### src/rtl/usb_rx_frame.sv
`default_nettype none
// ============================================================================
// Module   : usb_rx_frame
// Purpose  : RX deframer: sync hunt, header/length decode, payload-to-RAM
//            writes, XOR checksum check and status reporting to control.
// Revision : 1.0 - initial release
// ============================================================================
module usb_rx_frame #(
  parameter int                DATA_W  = 8,
  parameter int                ADDR_W  = 12,
  parameter int                LEN_W   = 8,
  parameter logic [DATA_W-1:0] SYNC0   = 8'h55,
  parameter logic [DATA_W-1:0] SYNC1   = 8'hAA,
  parameter int                TIMEOUT = 1024
) (
  input  logic              clk,
  input  logic              rst,
  input  logic              fs,
  output logic              fd,
  input  logic [DATA_W-1:0] rxd,
  input  logic              rxd_vld,
  input  logic [ADDR_W-1:0] ram_txa_init,
  output logic [ADDR_W-1:0] ram_txa,
  output logic [DATA_W-1:0] ram_txd,
  output logic              ram_txen,
  output logic [3:0]        btype,
  output logic [LEN_W-1:0]  rx_len,
  output logic [31:0]       cache_stat
);

  localparam int c_LEN_BYTES = (LEN_W + DATA_W - 1) / DATA_W;
  localparam int c_TO_W      = (TIMEOUT > 2) ? $clog2(TIMEOUT) : 1;

  typedef enum logic [3:0] {
    ST_IDLE  = 4'd0,
    ST_SYNC0 = 4'd1,
    ST_SYNC1 = 4'd2,
    ST_HDR   = 4'd3,
    ST_LEN   = 4'd4,
    ST_DATA  = 4'd5,
    ST_CHK   = 4'd6,
    ST_DONE  = 4'd7
  } state_t;

  state_t              r_state;
  logic [ADDR_W-1:0]   r_addr;
  logic [DATA_W-1:0]   r_chk;
  logic [2:0]          r_err;
  logic [LEN_W-1:0]    r_len;
  logic [LEN_W-1:0]    r_cnt;
  logic [3:0]          r_len_idx;
  logic [c_TO_W-1:0]   r_tcnt;

  logic [LEN_W-1:0]    w_len_next;
  logic [LEN_W-1:0]    w_cnt_next;
  logic [15:0]         w_len16;

  // Length field arrives MSB first, one byte at a time.
  if (LEN_W > DATA_W) begin : g_len_wide
    assign w_len_next = {r_len[LEN_W-DATA_W-1:0], rxd};
  end else begin : g_len_narrow
    assign w_len_next = rxd[LEN_W-1:0];
  end

  assign w_cnt_next = r_cnt + LEN_W'(1);
  assign w_len16    = 16'(rx_len);
  assign cache_stat = {5'b0, r_err, 4'h0, btype, w_len16};

  always_ff @(posedge clk or negedge rst) begin
    if (!rst) begin
      r_state   <= ST_IDLE;
      r_addr    <= '0;
      r_chk     <= '0;
      r_err     <= '0;
      r_len     <= '0;
      r_cnt     <= '0;
      r_len_idx <= '0;
      r_tcnt    <= '0;
      fd        <= 1'b0;
      ram_txa   <= '0;
      ram_txd   <= '0;
      ram_txen  <= 1'b0;
      btype     <= '0;
      rx_len    <= '0;
    end else begin
      ram_txen <= 1'b0;
      case (r_state)
        ST_IDLE: begin
          if (fs && !fd) begin
            r_addr    <= ram_txa_init;
            r_chk     <= '0;
            r_err     <= '0;
            r_len     <= '0;
            r_cnt     <= '0;
            r_len_idx <= '0;
            r_tcnt    <= '0;
            btype     <= '0;
            rx_len    <= '0;
            r_state   <= ST_SYNC0;
          end
        end
        ST_DONE: begin
          if (!fs) begin
            fd      <= 1'b0;
            r_state <= ST_IDLE;
          end
        end
        default: begin
          if (!fs) begin
            r_state <= ST_IDLE;
          end else if (rxd_vld) begin
            r_tcnt <= '0;
            case (r_state)
              ST_SYNC0: begin
                if (rxd == SYNC0) r_state <= ST_SYNC1;
              end
              ST_SYNC1: begin
                if (rxd == SYNC1)      r_state <= ST_HDR;
                else if (rxd != SYNC0) r_state <= ST_SYNC0;
              end
              ST_HDR: begin
                // Checksum covers the length and payload bytes only.
                btype   <= rxd[7:4];
                r_state <= ST_LEN;
              end
              ST_LEN: begin
                r_chk     <= r_chk ^ rxd;
                r_len     <= w_len_next;
                r_len_idx <= r_len_idx + 4'd1;
                if (r_len_idx == 4'(c_LEN_BYTES - 1)) begin
                  if (w_len_next == '0) begin
                    r_err[1] <= 1'b1;
                    rx_len   <= '0;
                    fd       <= 1'b1;
                    r_state  <= ST_DONE;
                  end else begin
                    r_state  <= ST_DATA;
                  end
                end
              end
              ST_DATA: begin
                ram_txen <= 1'b1;
                ram_txd  <= rxd;
                ram_txa  <= r_addr;
                r_addr   <= r_addr + ADDR_W'(1);
                r_cnt    <= w_cnt_next;
                r_chk    <= r_chk ^ rxd;
                if (w_cnt_next == r_len) r_state <= ST_CHK;
              end
              ST_CHK: begin
                if (rxd != r_chk) r_err[0] <= 1'b1;
                rx_len  <= r_cnt;
                fd      <= 1'b1;
                r_state <= ST_DONE;
              end
              default: ;
            endcase
          end else if (r_state != ST_SYNC0) begin
            if (r_tcnt == c_TO_W'(TIMEOUT - 1)) begin
              r_err[2] <= 1'b1;
              rx_len   <= r_cnt;
              fd       <= 1'b1;
              r_state  <= ST_DONE;
            end else begin
              r_tcnt <= r_tcnt + c_TO_W'(1);
            end
          end
        end
      endcase
    end
  end

endmodule
`default_nettype wire

### config.mk
export PLATFORM = sky130hd
export DESIGN_NAME = usb_rx_frame
export DESIGN_NICKNAME = d
export VERILOG_FILES = /design/src/rtl/usb_rx_frame.sv
export SDC_FILE = /design/constraint.sdc
export NUM_CORES = 1
export LEC_CHECK = 0
export ABC_AREA = 1
export BUFFER_PORTS_ARGS = -buffer_cell sky130_fd_sc_hd__buf_2
export CAP_MARGIN = 20
export CORE_MARGIN = 2
export CORE_UTILIZATION = 30
export DETAILED_ROUTE_END_ITERATION = 16
export GPL_ROUTABILITY_DRIVEN = 0
export PLACE_DENSITY = 0.58
export REMOVE_ABC_BUFFERS = 1
export SETUP_SLACK_MARGIN = 0.15
export SLEW_MARGIN = 20
export SYNTH_ARGS = -nofsm -noshare
export SYNTH_HDL_FRONTEND = slang
export SYNTH_SLANG_ARGS = --single-unit
### constraint.sdc
create_clock -name clk -period 2.1 [get_ports clk]
set_input_delay 0 -clock clk [delete_from_list [all_inputs] [get_ports clk]]
set_output_delay 0 -clock clk [all_outputs]
set_load 0.03 [all_outputs]
### Yosys cells after proc, flatten, opt, wreduce, memory -nomap -nowiden

Index checks and enable logic that the tools add are counted.

* bitwise gates (word level): 4
* multiplexer cells: 76
* reductions and logical operators: 36
* add/subtract/negate cells: 4
* eq/ne operators: 31

Operators by type and width (count)
* $mux W8: 16
* $pmux W8 S2: 5
* $mux W4: 18
* $mux W10: 5
* $mux W12: 4
* $reduce_bool A2 Y1: 13
* $reduce_and A5 Y1: 5
* $pmux W12 S2: 1
* $pmux W4 S2: 3
* $pmux W4 S6: 1
* $ne A4 B1 Y1 const B: 5
* $pmux W10 S2: 1
* $eq A4 B3 Y1 const B: 4
* $ne A4 B4 Y1 const B: 4
* $reduce_and A8 Y1: 2
* $mux W1: 15
* $ne A5 B5 Y1 const B: 3
* $add A12 B1 Y12 const B: 1
* $reduce_and A6 Y1: 2
* $reduce_bool A3 Y1: 4
* $add A10 B1 Y10 const B: 1
* $eq A10 B10 Y1 const B: 1
* $ne A9 B2 Y1 const B: 1
* $reduce_and A9 Y1: 1
* other kinds (26): 35

* output and inout bits: 66
* bits of input ports: 24
* flip-flop bits (word level): 91

### Longest topological paths before layout

* depth after elaboration: 7
* mapped depth: 13

### Worst setup path after synthesis

OpenSTA, ideal clock, no wires.

* kind: register to register
* start point: reg r_tcnt[0]
* end point: reg rx_len[6]
* data arrival time: 1.645 ns
* cell stages (with the launch flop): 14
* library setup time: 0.118 ns
* required time: 1.982 ns
* path buffers: 1
* slack: 0.337 ns
* cells stage by stage: dfrtp_1 > ha_1 > nand2_1 > nor2_4 > nand2_2 > nor2_4 > nand3b_2 > nand2_1 > nand2_1 > nand2_1 > nand3_2 > buf_6 > nand2_2 > o21ai_2

* cells in the longest elaborated chain, start to end: 3

RTL lines
* from (decl): line 52 `logic [c_TO_W-1:0] r_tcnt;`
* from (signal assigned): line 165 `r_tcnt <= r_tcnt + c_TO_W'(1);`
* $eq A10 B10 Y1: line 159 `if (r_tcnt == c_TO_W'(TIMEOUT - 1)) begin`
* $reduce_bool A3 Y1 (no line)
* $reduce_and A8 Y1 (no line)
* to (signal assigned): line 152 `rx_len <= r_cnt;`
* to (signal assigned): line 161 `rx_len <= r_cnt;`
* to (decl): line 27 `output logic [LEN_W-1:0] rx_len,`

Every way passes these cells.
A chain may end at the register's enable or synchronous reset.

### Worst setup path after layout

* start point: reg r_tcnt[0]
* end point: reg rx_len[4]

The elaborated chain is that of the path after synthesis.

==> run metrics <==
port bufs 72; Via-to-Cell Ratio 4.66; core area 16500 um^2; R2R Path Start r_tcnt[0]; Nets 760; Starting Density 30.6%; Synth area leader dfrtp_1; Antenna diodes 0; Post-Syn Area 5060 um^2; r2r setup slk 280 ps; WL final 13100 um; max_cap viols 0; Worst-path clk slew 70 ps; Slew @ Worst Pin 738 ps; final setup violation count 0; Yosys warnings 0; Pint 4.65 mW; Gate power share 44.8%; sequential area share after synthesis 44.5%; Clk pwr share 21.9%; worst-path fanout max 8; initial antenna violation count 0; Hold Fails Final Rpt 0; status finished, final reports clean; gr ovfl total 0; #FFs+latches synth 90; pin count of the biggest net entering global routing 41; Root Driver clkbuf_16; PwrDens 1320 nW/um^2; HP Start rxd[4]; worst hold path class input pin to flip-flop; share of cells above drive strength 1 21.6%; H-tree Lvls 3; r2r worst-path depth 13; gr usage total 14.8%; Layout Skew 7.76 ps; Clock Latency Late Sink 350 ps; area grow syn2layout 22.8%; Worst EP required 2340 ps; die area 17900 um^2; vias in the first global route 4113; synth unique cells 38; TritonCTS Buffers 9; DRC Markers 0; most frequent cells in the layout nand2_1, dfrtp_1, buf_2, nand3_1; CTS tree done; Final Hold Slack 14.5 ps; I/O pin cnt 90; Detailed Routing Iterations Pass 1 5; RSZ-0062 raised after global routing yes; DR iter-0 viols 344; sequential share of power 33.3%; final critical-path required period 1820 ps; Vias 4446; DIE HEIGHT 134 um; Worst setup EP type flip-flop; TNS Setup 0 ps; Post-Syn Area per Cell 7.86 um^2; CP Class flip-flop to flip-flop; Sw Pwr 3.58 mW; instance area at placement 5580 um^2; maximum vdd drop 0.469 mV; detailed-route wire length per cell 13.7 um; Final Instance Area 6210 um^2; clock sink total 90; Worst Hold End ram_txd[4]; Antenna Violating Nets Remaining 0; Leakage 3.11 nW; final worst-path cycle share 86.5%; Detailed Place HPWL 9360 um; commonest non-fill, non-tap cell in the layout nand2_1; Critical Path AT 2060 ps; headroom to the max-slew limit 50.5%; worst-case clock buffer depth 2; Std-Cell Rows 47; R2R Path End rx_len[4]; WHS Path Cells 3; Die X 134 um; Yosys top cell area share 44.5%; Cells after Synth 644; fmax 0.551 GHz; synth top area cells dfrtp_1, nand2_1, nand3_1; Slew Viols, Final 0; startpoint type of the worst setup path flip-flop; global-route wire length before repair 20900 um; Sw Ratio 43.5%
==> worst max-delay path, cell delays in order (launching register included) <==
cell and delay (ps):
dfrtp_2 410, ha_4 160, nand2_4 60, nor2_4 100, nand2_2 70, nor2_4 180
nand3b_4 90, nand2_1 60, nand2_1 70, nand2_2 90, nand3_4 110, buf_12 170
nand2_1 70, o21ai_2 50
==> metal layers <==
layer,GRT usage [%],part of all wire [%],wire length (um)
met5,0,0,0
met4,4.67,1.7,222
met3,3.36,5.0,655
met2,23.6,46,5980
met1,20.1,47,6200
==> synth_stat cells <==
master / count
buf_6: 3
nand3b_2: 1
nor3_4: 1
buf_4: 30
nor2_4: 4
a21oi_1: 20
xor2_1: 13
o21ai_0: 62
o21a_1: 1
o211ai_1: 2
nor3_1: 11
inv_2: 5
nand3_2: 1
clkbuf_1: 8
a31oi_1: 3
nor2_1: 42
nor4_1: 5
o21ai_2: 9
o31ai_1: 1
a22oi_2: 2
dfrtp_1: 90
xnor2_1: 2
o21ai_1: 5
o22ai_1: 8
nand2_4: 2
a22oi_1: 1
ha_1: 6
nand3_1: 65
nand2_2: 9
buf_2: 7
conb_1: 1
nand4_1: 10
inv_1: 61
clkinv_1: 1
nor3_2: 1
nand2_1: 149
and3_1: 1
o21bai_1: 1
==> flip-flops by register name, indices dropped and copies added (netlist names), 8 cells and up <==
| signal | flops |
|---|---|
| ram_txd | 8 |
| r_addr | 12 |
| r_len | 8 |
| ram_txa | 12 |
| r_cnt | 8 |
| r_tcnt | 10 |
| rx_len | 8 |
| r_chk | 8 |
==> worst max-delay path by stage <==
stage                           from    endpoint  slack [ps]
final                      r_tcnt[0]   rx_len[4]         280
after global routing      r_state[1]   r_tcnt[6]         130
after CTS                  r_tcnt[0]   rx_len[4]         160
after detailed placement    r_cnt[0]  r_state[1]         120
after global placement     r_tcnt[0]   r_tcnt[6]         110
after floorplan           r_state[1]   r_addr[7]          80
==> layout make-up <==
class                   count  area, um^2
clock buffers              12         256
fillers                  1712       10300
flip-flops and latches     90        2260
inverters                  67         254
multi-input cells         455        2370
well taps                 220         275
repair buffers            107         723
clock inverters             4        73.8
==> through the flow <==
stage	cells	power [mW]	utilization (%)	setup WS, ps
6_report	955	8.23	37.6	284
5_1_grt	955	8.84	37.6	133
4_1_cts	946	8.06	36.5	157
3_5_place_dp	918	6.20	33.7	116
3_3_place_gp	918	6.18	33.7	113
2_1_floorplan	612	5.07	-	83.2
==> cell families after synthesis <==
family | synth area share [%]
adder cells (fa/ha/maj) | 1.48
XOR/XNOR | 2.60
other | 0.0741
flip-flops | 44.5
AO/OA/AOI/OAI | 12.9
buffers and inverters | 11.4
AND/OR/NAND/NOR | 27.1
==> power by group through the flow <==
| stage | registers, mW | logic, mW | clock network, mW |
|---|---|---|---|
| after floorplan | 3.23 | 1.84 | 0 |
| after global placement | 2.76 | 3.42 | 0 |
| after detailed placement | 2.76 | 3.44 | 0 |
| after CTS | 2.74 | 3.48 | 1.84 |
| after global routing | 2.82 | 4.09 | 1.93 |
| final | 2.74 | 3.68 | 1.80 |
==> timing repair <==
item	in CTS	in global routing
pin swaps	0	3
hold endpoints to repair	49	0
hold buffers	12	0
setup buffers	0	8
resized for setup	2	25
setup endpoints to repair	4	37
cloned	0	1
Note: power is estimated with default switching activity, not from simulation.
